<file path="src/rtl/prog_rom_loader_arb_pkg.sv">
// Shared types and constants for the program ROM loader/arbiter.
// ROM index map: 0..4 = 1F,1H,1K,1L,1N.
package prog_rom_loader_arb_pkg;

  typedef enum logic [1:0] {
    ST_RUN,
    ST_LOAD,
    ST_WRITE,
    ST_HOLD
  } state_e;

  localparam int ROM_COUNT_DEF = 5;
  localparam int ROM_AW_DEF    = 13;

  localparam int IDX_1F = 0;
  localparam int IDX_1H = 1;
  localparam int IDX_1K = 2;
  localparam int IDX_1L = 3;
  localparam int IDX_1N = 4;

  localparam int CNT_W = 17;

  localparam int LOAD_BYTES =
    ROM_COUNT_DEF << ROM_AW_DEF;

  function automatic logic [CNT_W-1:0]
    load_bytes(input int n, input int aw);
    return CNT_W'(n << aw);
  endfunction

endpackage

</file>
<file path="src/rtl/prog_rom_loader_arb.sv">
// Program ROM access arbiter: HPS ioctl download vs 6502 fetch.
// Holds the CPU in reset around a load and flags a full-size image.
module prog_rom_loader_arb
  import prog_rom_loader_arb_pkg::*;
#(
  parameter int ROM_COUNT = ROM_COUNT_DEF,
  parameter int ROM_AW    = ROM_AW_DEF,
  parameter int RST_HOLD  = 16,
  parameter bit SKIP_LOAD = 1'b0
) (
  input  logic                 clk,
  input  logic                 reset_n,
  input  logic                 ioctl_download,
  input  logic                 ioctl_wr,
  input  logic [15:0]          ioctl_addr,
  input  logic [7:0]           ioctl_dout,
  output logic                 ioctl_wait,
  input  logic [ROM_AW-1:0]    cpu_addr,
  output logic [ROM_AW-1:0]    rom_addr,
  output logic [7:0]           rom_wdata,
  output logic [ROM_COUNT-1:0] rom_we,
  output logic                 cpu_reset_n,
  output logic                 loaded,
  output logic [7:0]           load_sum
);

  localparam int IDX_W = 16 - ROM_AW;
  localparam logic [CNT_W-1:0] FULL =
    load_bytes(ROM_COUNT, ROM_AW);
  localparam logic [7:0] HOLD_INIT =
    8'(RST_HOLD);

  state_e               state_q, state_d;
  logic                 dl_q, dl_d;
  logic [CNT_W-1:0]     cnt_q, cnt_d;
  logic [7:0]           sum_q, sum_d;
  logic                 loaded_q, loaded_d;
  logic [7:0]           hold_q, hold_d;
  logic [ROM_AW-1:0]    addr_q, addr_d;
  logic [7:0]           wdata_q, wdata_d;
  logic [ROM_COUNT-1:0] we_q, we_d;
  logic                 wait_q, wait_d;
  logic                 crst_q, crst_d;

  logic [IDX_W-1:0]     idx;
  logic                 idx_ok;
  logic                 acc;
  logic [ROM_COUNT-1:0] dec;
  logic [CNT_W-1:0]     cnt_inc;

  assign idx    = ioctl_addr[15:ROM_AW];
  assign idx_ok = int'(idx) < ROM_COUNT;
  // A strobe is only honoured inside the window and when not stalled.
  assign acc    = ioctl_download && ioctl_wr
                  && !wait_q;

  always_comb begin
    dec = '0;
    for (int i = 0; i < ROM_COUNT; i++)
      dec[i] = (int'(idx) == i);
  end

  assign cnt_inc = (cnt_q == '1) ? cnt_q
                                 : cnt_q + 1'b1;

  always_comb begin
    state_d  = state_q;
    dl_d     = ioctl_download;
    cnt_d    = cnt_q;
    sum_d    = sum_q;
    loaded_d = loaded_q;
    hold_d   = hold_q;
    addr_d   = addr_q;
    wdata_d  = wdata_q;
    we_d     = '0;
    wait_d   = 1'b0;
    crst_d   = crst_q;
    unique case (state_q)
      ST_RUN: begin
        crst_d = 1'b1;
        if (ioctl_download && !dl_q) begin
          state_d  = ST_LOAD;
          crst_d   = 1'b0;
          cnt_d    = '0;
          sum_d    = '0;
          loaded_d = 1'b0;
        end
      end
      ST_LOAD: begin
        crst_d = 1'b0;
        if (acc) begin
          state_d = ST_WRITE;
          wait_d  = 1'b1;
          addr_d  = ioctl_addr[ROM_AW-1:0];
          wdata_d = ioctl_dout;
          if (idx_ok) begin
            we_d  = dec;
            cnt_d = cnt_inc;
            sum_d = sum_q + ioctl_dout;
          end
        end else if (!ioctl_download) begin
          state_d  = ST_HOLD;
          hold_d   = HOLD_INIT;
          loaded_d = (cnt_q == FULL);
        end
      end
      ST_WRITE: begin
        state_d = ST_LOAD;
      end
      ST_HOLD: begin
        crst_d = 1'b0;
        if (ioctl_download) begin
          state_d  = ST_LOAD;
          cnt_d    = '0;
          sum_d    = '0;
          loaded_d = 1'b0;
        end else if (hold_q <= 8'd1) begin
          state_d = ST_RUN;
          crst_d  = 1'b1;
        end else begin
          hold_d = hold_q - 1'b1;
        end
      end
    endcase
  end

  always_ff @(posedge clk or negedge reset_n) begin
    if (!reset_n) begin
      state_q  <= ST_HOLD;
      dl_q     <= 1'b0;
      cnt_q    <= '0;
      sum_q    <= '0;
      loaded_q <= SKIP_LOAD;
      hold_q   <= HOLD_INIT;
      addr_q   <= '0;
      wdata_q  <= '0;
      we_q     <= '0;
      wait_q   <= 1'b0;
      crst_q   <= 1'b0;
    end else begin
      state_q  <= state_d;
      dl_q     <= dl_d;
      cnt_q    <= cnt_d;
      sum_q    <= sum_d;
      loaded_q <= loaded_d;
      hold_q   <= hold_d;
      addr_q   <= addr_d;
      wdata_q  <= wdata_d;
      we_q     <= we_d;
      wait_q   <= wait_d;
      crst_q   <= crst_d;
    end
  end

  // CPU owns the ROM address bus only while running.
  assign rom_addr    = (state_q == ST_RUN) ? cpu_addr
                                           : addr_q;
  assign rom_wdata   = wdata_q;
  assign rom_we      = we_q;
  assign ioctl_wait  = wait_q;
  assign cpu_reset_n = crst_q;
  assign loaded      = loaded_q;
  assign load_sum    = sum_q;

endmodule

</file>
<file path="config.mk">
export PLATFORM = sky130hd
export DESIGN_NAME = prog_rom_loader_arb
export DESIGN_NICKNAME = d
export VERILOG_FILES = /design/src/rtl/prog_rom_loader_arb_pkg.sv /design/src/rtl/prog_rom_loader_arb.sv
export SDC_FILE = /design/constraint.sdc
export NUM_CORES = 1
export LEC_CHECK = 0
export CORE_UTILIZATION = 35
export DETAILED_ROUTE_END_ITERATION = 8
export GPL_TIMING_DRIVEN = 0
export PLACE_DENSITY = 0.65
export RECOVER_POWER = 25
export SLEW_MARGIN = 20
export SYNTH_ARGS = -nofsm -noshare
export SYNTH_HDL_FRONTEND = slang
export SYNTH_SLANG_ARGS = --single-unit
</file>
<file path="constraint.sdc">
create_clock -name clk -period 7 [get_ports clk]
set_input_delay 1.4 -clock clk [delete_from_list [all_inputs] [get_ports clk]]
set_output_delay 1.4 -clock clk [all_outputs]
set_load 0.01 [all_outputs]
</file>
==> results.toml, run 1 <==
[timing]
relSlewSlack = -0.657
min_period_ns = 4.12
drv_slew = 47
rsz0062_at_grt = "no"
finalClockSkew_ns = 0.0125
period_share = 0.588
worst_pin_slew_ns = 2.49
max_freq_ghz = 0.243
setup_tns_ns = 0
hold_viol_final = 0
setup_viol = 0

[critical_path]
reg2reg_from = "cnt_q[0]"
cp_slowest_cell = "clkbuf_1"
start_kind = "primary input"
cpMostUsedCell = "clkbuf_1"
slowest_delay_ns = 1.83
crit_required_ns = 6.94
cp-end-kind = "async pin"
worstPathCellList = "clkbuf_1, clkbuf_1"
crit_start = "reset_n"
cp.arrival_ns = 4.05
path_buf_inv = 2
path_class = "primary input to async pin"
critPathMaxFanout = 46
cpLargestDelayFamily = "buffers and inverters"

[cells_and_area]
drive_gt1_frac = 0.108
regArea_mm2 = 0.00163
fill_cells = 979
diodes = 0
multi_input_area_mm2 = 0.00187
area_growth_syn_to_layout_pct = 31.4
final_util = 0.481
final_area_mm2 = 0.00476
nets = 542

[power_and_ir_drop]
power_density_mw_per_mm2 = 383
power_mw = 1.82
leakagePower_nw = 2.09
ir_drop_uv = 151

[clocking]
cts_tree = "yes"
clock-sinks = 65
htree_num_levels = 3
postCtsHoldBufs = 0
post_cts_resized = 0
clock_path_buffers = 2
path_clk_slew_ns = 0.08
clock_latency_ns = 0.36
root_buffer = "clkbuf_8"
cts-buffers-inserted = 9
post_cts_buffers = 0

[run_status]
status = "finished with violations"
violations = "capacitance limit, slew limit"

[route]
viasPerCell = 5.15
drtIter0Drc = 149
drt-pass1-iter-count = 4
vias = 3205
drt_wl_total_mm = 9.09
drcViolationCount = 0
ant_nets = 0
wl_per_cell_um = 14.6

[synth]
postSynthAreaPerCell_um2 = 9.18
ys_seq_area_frac = 0.450
synth_flop_cell = "dfrtp_1"
syn_inst = 395
synth.net_count = 453
async_reset_ff_frac = 1.00
synth_edf_count = 0
synth_cell_types = 53
synth_seq_cells = 65
syn_area_mm2 = 0.00362
ys.warnings.count = 0

[global_route]
grt_util_all_layers = 0.174
first_global_vias = 3104
grt_pass1_wl_mm = 15.1
grt_max_degree = 47
overflow = 0
antenna_found_initial = 0

[flow_run]
max_cap_viol_count = 1

[die]
die_w_um = 104
rows = 36
die_y_um = 104
core_mm2 = 0.00991
dieArea_mm2 = 0.0108
initial_utilization = 0.366
pin_count = 78

[placed_design]
dpl.hpwl_mm = 6.66
placed_area_mm2 = 0.00459
gp_congestion = 0.806
port_buffers = 77

[min_path]
hold_start = "addr_q[0]"
min_path_type = "flip-flop to flip-flop"
[stage by stage]
stage          instances  hold slack (ns)  worst slack [ns]
6_report             622            0.475              2.88
3_3_place_gp         605            0.456              2.22
4_1_cts              622            0.479              3.01
2_1_floorplan        395            0.442              3.92
5_1_grt              622            0.506              2.20
3_5_place_dp         606            0.459              3.02
[worst paths after layout]
kind	to	slack [ns]	cells after the start
hold reg to reg	addr_q[0]	0.47	2
hold / removal	addr_q[0]	0.47	2
max in group clk	rom_addr[0]	3.01	3
min in group asynchronous	cnt_q[7]	1.23	1
setup / recovery	rom_we[4]	2.88	2
setup reg to reg	cnt_q[11]	4.12	11
[metal layers]
metal | vias up | wire length, um | track usage
li1 | 1578 | - | -
met1 | 1541 | 4180 | 0.221
met2 | 78 | 4350 | 0.288
met3 | 8 | 417 | 0.0459
met4 | 0 | 138 | 0.0571
met5 | - | 0 | 0
[flip-flops by register name (all words and copies together), names as in the netlist, 2 cells and up]
register	count
addr_q	13
hold_q	8
rom_we	5
load_sum	8
rom_wdata	8
state_q	2
cnt_q	17
[area by class of cell]
type | instances | share of cell area
multi-input cells | 301 | 0.393
well taps | 133 | 0.0349
repair buffers | 78 | 0.161
flip-flops and latches | 65 | 0.342
plain buffers | 18 | 0.0165
clock buffers | 9 | 0.0260
clock inverters | 7 | 0.0168
inverters | 11 | 0.00867
[cell usage in the layout (no fill, tap or decap), types with 5 or more instances in the layout]
cell type and n:
dfrtp_1 62, or2_2 6, nor4_1 10, o21ai_0 25, clkbuf_1 15, a22o_1 7
o31ai_1 6, a21oi_1 9, or3_1 5, clkbuf_8 9, nand2_1 104, inv_1 11
clkdlybuf4s50_1 76, nand3_1 14, ha_1 16, nor2_1 17, mux2_2 15
[Yosys cell counts, types with 2 or more instances]
| library cell | n | area (um^2) |
|---|---|---|
| dfstp_2 | 3 | 78.8 |
| a211oi_1 | 3 | 22.5 |
| a2111oi_2 | 2 | 30.0 |
| and3_1 | 3 | 18.8 |
| nor3_1 | 2 | 10.0 |
| xor2_1 | 4 | 35.0 |
| a31oi_1 | 2 | 12.5 |
| nor4_1 | 10 | 62.6 |
| buf_2 | 3 | 15.0 |
| clkbuf_1 | 13 | 48.8 |
| inv_1 | 11 | 41.3 |
| nand2b_1 | 4 | 25.0 |
| mux2_2 | 15 | 169 |
| o31ai_1 | 6 | 45.0 |
| nor2_1 | 17 | 63.8 |
| nand2_1 | 104 | 390 |
| o41a_2 | 2 | 25.0 |
| a21oi_1 | 9 | 45.0 |
| o211ai_1 | 3 | 22.5 |
| dfrtp_1 | 62 | 1550 |
| nand3_1 | 14 | 70.1 |
| a22o_1 | 7 | 61.3 |
| and2_1 | 3 | 18.8 |
| ha_1 | 16 | 200 |
| o21ai_0 | 25 | 125 |
| a22oi_1 | 2 | 15.0 |
| a21o_1 | 4 | 30.0 |
| a211o_1 | 3 | 26.3 |
| or3_1 | 5 | 31.3 |
| o21bai_1 | 2 | 15.0 |
| nand4_1 | 3 | 18.8 |
| or4_1 | 3 | 22.5 |
| a221o_1 | 2 | 20.0 |
| or2_2 | 6 | 37.5 |
| xnor2_1 | 3 | 26.3 |
| nand4b_1 | 2 | 17.5 |
[power breakdown]
part | total, mW | internal (mW) | leakage (nW) | switching, mW
clock | 0.334 | 0.167 | 0.0960 | 0.167
combinational | 0.890 | 0.413 | 1.15 | 0.476
sequential | 0.599 | 0.500 | 0.844 | 0.0988
[logic make-up (layout without fill, tap and decap cells)]
group / after synthesis / in the layout / synth area share
AO/OA/AOI/OAI: 78 / 78 / 0.154
XOR/XNOR: 7 / 7 / 0.0169
adder cells (fa/ha/maj): 17 / 17 / 0.0608
buffers and inverters: 29 / 123 / 0.0331
flip-flops: 65 / 65 / 0.450
multiplexers: 16 / 16 / 0.0497
AND/OR/NAND/NOR: 183 / 183 / 0.236
Note: power is estimated with default switching activity, not from simulation.
==> run 2: changes to the inputs <==
==> constraint.sdc (replaced) <==
create_clock -name clk -period 4 [get_ports clk]
set_input_delay 0.8 -clock clk [delete_from_list [all_inputs] [get_ports clk]]
set_output_delay 0.8 -clock clk [all_outputs]
set_load 0.01 [all_outputs]
==> run 2 against run 1 <==
  * The flow now finishes without violations
  * Total power grew 75%
  * Worst setup slack lost 2.2 ns
  * Global-route usage is the same
  * Clock power grew 75%
  * Sequential power grew 75%
  * Critical path type is now flip-flop to output port
  * Largest cell class unchanged
  * Highest routed layer unchanged
==> results.toml, run 2 (synthesis gave the netlist of run 1 again) <==
[cells_and_area]
nets = 542
area_growth_syn_to_layout_pct = 32.1
drive_gt1_frac = 0.110
largest-register = "cnt_q"
stdcell_count = 622
reg_top3 = "cnt_q x17, addr_q x13"
final_common_cell = "nand2_1"
diodes = 0
largest_reg_flops = 17
final_cell_mix = "104 x nand2_1, 76 x clkdlybuf4s50_1, 62 x dfrtp_1"
fill_cells = 975

[critical_path]
critPathMaxFanout = 10
regToRegSetupSlack_ns = 1.12
crit_required_ns = 3.20
r2r_end = "cnt_q[11]"
start_kind = "flip-flop"
slowest_delay_ns = 0.47
cpLargestDelayFamily = "buffers and inverters"
worstPathCellList = "inv_1, ha_1, buf_2, buf_1, mux2_2, clkdlybuf4s50_1"
path_buf_inv = 4
cp.arrival_ns = 2.49
cp-end-kind = "output port"
reg2reg_from = "cnt_q[0]"
path_class = "flip-flop to output port"
ff2ff_path_depth = 11
cp_slowest_cell = "clkdlybuf4s50_1"

[timing]
finalClockSkew_ns = 0.00902
period_share = 0.823
min_period_ns = 3.29
setup_tns_ns = 0
relSlewSlack = 0.178
hold_viol_final = 0
max_freq_ghz = 0.304
drv_slew = 0
setup_viol = 0
worst_pin_slew_ns = 1.23
rsz0062_at_grt = "no"

[min_path]
whs_endpoint = "addr_q[0]"
hold_depth = 2
hold_start = "addr_q[0]"
min_path_type = "flip-flop to flip-flop"

[global_route]
grt_util_all_layers = 0.174
grt_max_degree = 47
overflow = 0
antenna_found_initial = 0
grt_pass1_wl_mm = 15.1
first_global_vias = 3104

[clocking]
postCtsHoldBufs = 0
cts-buffers-inserted = 9
post_cts_resized = 0
clock_path_buffers = 2
clock_latency_ns = 0.35
post_cts_buffers = 0
clock-sinks = 65
root_buffer = "clkbuf_8"
path_clk_slew_ns = 0.08
htree_num_levels = 3
cts_tree = "yes"

[route]
viasPerCell = 5.12
ant_nets = 0
drt_wl_total_mm = 9.11
drtIter0Drc = 156
vias = 3182
drcViolationCount = 0
drt-pass1-iter-count = 4
wl_per_cell_um = 14.7

[die]
die_y_um = 104
initial_utilization = 0.366
dieArea_mm2 = 0.0108
pin_count = 78
core_mm2 = 0.00991
rows = 36
die_w_um = 104

[placed_design]
gp_congestion = 0.806
dpl.hpwl_mm = 6.66
placed_cells = 606
port_buffers = 77

[power_and_ir_drop]
ir_drop_uv = 264
power_density_mw_per_mm2 = 667
leakagePower_nw = 2.10

[flow_run]
max_cap_viol_count = 0

[run_status]
status = "finished, final reports clean"
==> run 2: cell types whose count changed in the layout (fill, tap and decap cells not counted), sizes merged <==
cell / before / now
buf: 5 / 6
clkbuf: 24 / 23
==> run 2: through the flow <==
stage	hold WS (ns)	setup WS, ns	cell area (um^2)	util	total power [mW]
final	0.475	0.710	4790	0.483	3.19
after global routing	0.506	0.577	4790	0.483	3.43
after CTS	0.334	0.677	4790	0.483	3.21
after detailed placement	0.459	1.03	4590	0.463	2.62
after global placement	0.456	-0.184	4560	0.460	2.58
after floorplan	0.442	1.59	3620	-	1.99
==> run 2: cell type report <==
type	instances	area [um^2]	area share
Clock buffer	9	124	0.0259
Tap cell	133	166	0.0348
Timing Repair Buffer	78	792	0.165
Buffer	18	78.8	0.0165
Sequential cell	65	1630	0.341
Multi-Input combinational cell	301	1870	0.392
Inverter	11	41.3	0.00863
Clock inverter	7	80.1	0.0167
==> run 2: worst register-to-register path, cell delays in order, from the launching register on <==
cell      delay (ns)
dfrtp_1         0.41
ha_1            0.24
nand2_1         0.11
nor4_1          0.53
and3_1          0.26
ha_1            0.14
mux2_2          0.15
or3_1           0.09
buf_2           0.18
clkbuf_1        0.42
a21oi_1         0.15
o31ai_1         0.09
==> run 2: report_power, final <==
part	total [mW]	switching [mW]	internal (mW)
logic	1.56	0.837	0.726
registers	1.05	0.172	0.875
clock network	0.583	0.290	0.293
total	3.19	1.30	1.89
==> run 2: worst max path at each step <==
| stage | start | endpoint | slack, ns | cells after the start |
|---|---|---|---|---|
| after floorplan | cnt_q[0] | cnt_q[13] | 1.59 | 10 |
| after global placement | reset_n | rom_wdata[2] | -0.18 | 1 |
| after detailed placement | ioctl_download | cnt_q[12] | 1.03 | 8 |
| after CTS | state_q[0] | rom_addr[8] | 0.68 | 6 |
| after global routing | state_q[1] | rom_addr[3] | 0.58 | 6 |
| final | state_q[0] | rom_addr[8] | 0.71 | 6 |
==> run 2: layer usage <==
layer / global-route usage / up-vias / wire, um
met4: 0.0571 / 0 / 110
met1: 0.221 / 1523 / 4250
li1: - / 1577 / -
met3: 0.0459 / 9 / 424
met5: 0 / - / 0
met2: 0.288 / 73 / 4330
==> run 3: changes to the inputs <==
--- a/config.mk
+++ b/config.mk
@@ -8,7 +8,7 @@
 export CORE_UTILIZATION = 35
 export DETAILED_ROUTE_END_ITERATION = 8
 export GPL_TIMING_DRIVEN = 0
-export PLACE_DENSITY = 0.65
+export PLACE_DENSITY = 0.67
 export RECOVER_POWER = 25
 export SLEW_MARGIN = 20
 export SYNTH_ARGS = -nofsm -noshare
==> constraint.sdc (replaced) <==
create_clock -name clk -period 2.68 [get_ports clk]
set_input_delay 0.536 -clock clk [delete_from_list [all_inputs] [get_ports clk]]
set_output_delay 0.536 -clock clk [all_outputs]
set_load 0.01 [all_outputs]
==> run 3 against run 2 <==
  * The flow now finishes with violations (capacitance limit, slew limit)
  * Critical path depth rose by 4
  * Critical endpoint is now cnt_q[13]
  * Worst setup slack got worse by 0.64 ns
  * Non-clock buffer count did not move
  * Final cell count did not move
==> results.toml, run 3 (synthesis gave the netlist of run 1 again) <==
[timing]
max_freq_ghz = 0.384
worst_pin_slew_ns = 1.80
min_period_ns = 2.61
relSlewSlack = -0.201
finalClockSkew_ns = 0.00789
setup_viol = 0
period_share = 0.972
drv_slew = 32
hold_viol_final = 0

[critical_path]
cpLargestDelayFamily = "simple AND/OR/NAND/NOR gates"
cp.arrival_ns = 2.84
critPathMaxFanout = 10
crit_required_ns = 2.91
start_kind = "flip-flop"
cp_slowest_cell = "dfrtp_1"
slowest_delay_ns = 0.44
cp-end-kind = "flip-flop"
worstPathCellList = "ha_2, nand2_2, nor4_4, and3_1, ha_1, mux2_2, or3_1, buf_2, buf_2, a221o_1"
path_buf_inv = 2
path_class = "flip-flop to flip-flop"
cpMostUsedCell = "buf_2"

[clocking]
clock-sinks = 65
root_buffer = "clkbuf_8"
clock_latency_ns = 0.35
path_clk_slew_ns = 0.08
clock_path_buffers = 2
htree_num_levels = 3
cts_tree = "yes"
postCtsHoldBufs = 0
cts-buffers-inserted = 9

[power_and_ir_drop]
leakagePower_nw = 2.20
ir_drop_uv = 439
power_density_mw_per_mm2 = 1000
power_mw = 4.88

[die]
initial_utilization = 0.366
rows = 36
die_w_um = 104
die_y_um = 104
dieArea_mm2 = 0.0108
core_mm2 = 0.00991
pin_count = 78

[placed_design]
dpl.hpwl_mm = 6.60
placed_area_mm2 = 0.00458
port_buffers = 77
gp_congestion = 0.784
placed_cells = 606

[route]
ant_nets = 0
drcViolationCount = 0
drtIter0Drc = 102
vias = 3243
wl_per_cell_um = 15.0
drt_wl_total_mm = 9.32
drt-pass1-iter-count = 4
viasPerCell = 5.21

[cells_and_area]
final_cell_mix = "103 x nand2_1, 66 x clkdlybuf4s50_1, 62 x dfrtp_1"
final_common_cell = "nand2_1"
largest-register = "cnt_q"
multi_input_area_mm2 = 0.00191
stdcell_count = 622
reg_top3 = "cnt_q x17, addr_q x13"
area_growth_syn_to_layout_pct = 34.0
final_util = 0.490
final_area_mm2 = 0.00486
diodes = 0
drive_gt1_frac = 0.127
largest_reg_flops = 17
nets = 542
regArea_mm2 = 0.00163
fill_cells = 951

[min_path]
min_path_type = "flip-flop to flip-flop"

[flow_run]
max_cap_viol_count = 1

[global_route]
first_global_vias = 3279
grt_pass1_wl_mm = 15.7
grt_max_degree = 35
antenna_found_initial = 0
grt_util_all_layers = 0.181
overflow = 0

[run_status]
violations = "capacitance limit, slew limit"
status = "finished with violations"
==> run 3: per-stage QoR <==
stage,TNS (ns),setup WS (ns),hold WS [ns]
2_1_floorplan,0,0.268,0.240
5_1_grt,-0.0133,-0.0133,0.513
4_1_cts,0,0.0208,0.122
6_report,0,0.0747,0.480
3_5_place_dp,-1.95,-0.203,0.465
3_3_place_gp,-75.79,-1.19,0.461
==> run 3: repair_timing <==
| item | in CTS | in global routing |
|---|---|---|
| gates resized for setup | 13 | 8 |
| endpoints found under the setup margin | 23 | 18 |
| setup buffers | 0 | 2 |
| cloned | 0 | 0 |
| pin swaps | 0 | 1 |
==> run 3: layout make-up <==
class / count / share of cell area
Sequential cell: 65 / 0.336
Tap cell: 133 / 0.0343
Inverter: 11 / 0.00850
Timing Repair Buffer: 80 / 0.165
Buffer: 16 / 0.0162
Multi-Input combinational cell: 301 / 0.394
Clock inverter: 7 / 0.0211
Clock buffer: 9 / 0.0255
==> run 3: routing by layer <==
| metal | up-vias | track usage | share of wire |
|---|---|---|---|
| met3 | 8 | 0.0428 | 0.047 |
| met4 | 0 | 0.0816 | 0.014 |
| met5 | - | 0 | 0 |
| met2 | 82 | 0.299 | 0.49 |
| met1 | 1581 | 0.225 | 0.45 |
| li1 | 1572 | - | - |
==> run 3: where the power goes <==
group | switching, mW | leakage, nW | internal [mW] | total, mW
combinational | 1.26 | 1.25 | 1.07 | 2.33
clock | 0.431 | 0.110 | 0.531 | 0.962
sequential | 0.275 | 0.844 | 1.31 | 1.58
==> run 3: worst paths after layout <==
| check | from | endpoint | slack (ns) | cells past startpoint |
|---|---|---|---|---|
| max | cnt_q[0] | cnt_q[13] | 0.07 | 10 |
| min | addr_q[11] | addr_q[11] | 0.48 | 2 |
| max reg2reg | cnt_q[0] | cnt_q[13] | 0.07 | 10 |
| min reg2reg | addr_q[11] | addr_q[11] | 0.48 | 2 |
| max in group asynchronous | reset_n | load_sum[5] | 0.98 | 1 |
| min in group asynchronous | reset_n | cnt_q[5] | 0.67 | 1 |
==> run 3: worst reg2reg max path, stage by stage, from the launching register on <==
cell and delay (ns):
dfrtp_1 0.44, ha_2 0.23, nand2_2 0.09, nor4_4 0.07, and3_1 0.17, ha_1 0.18
mux2_2 0.28, or3_1 0.30, buf_2 0.18, buf_2 0.19, a221o_1 0.36
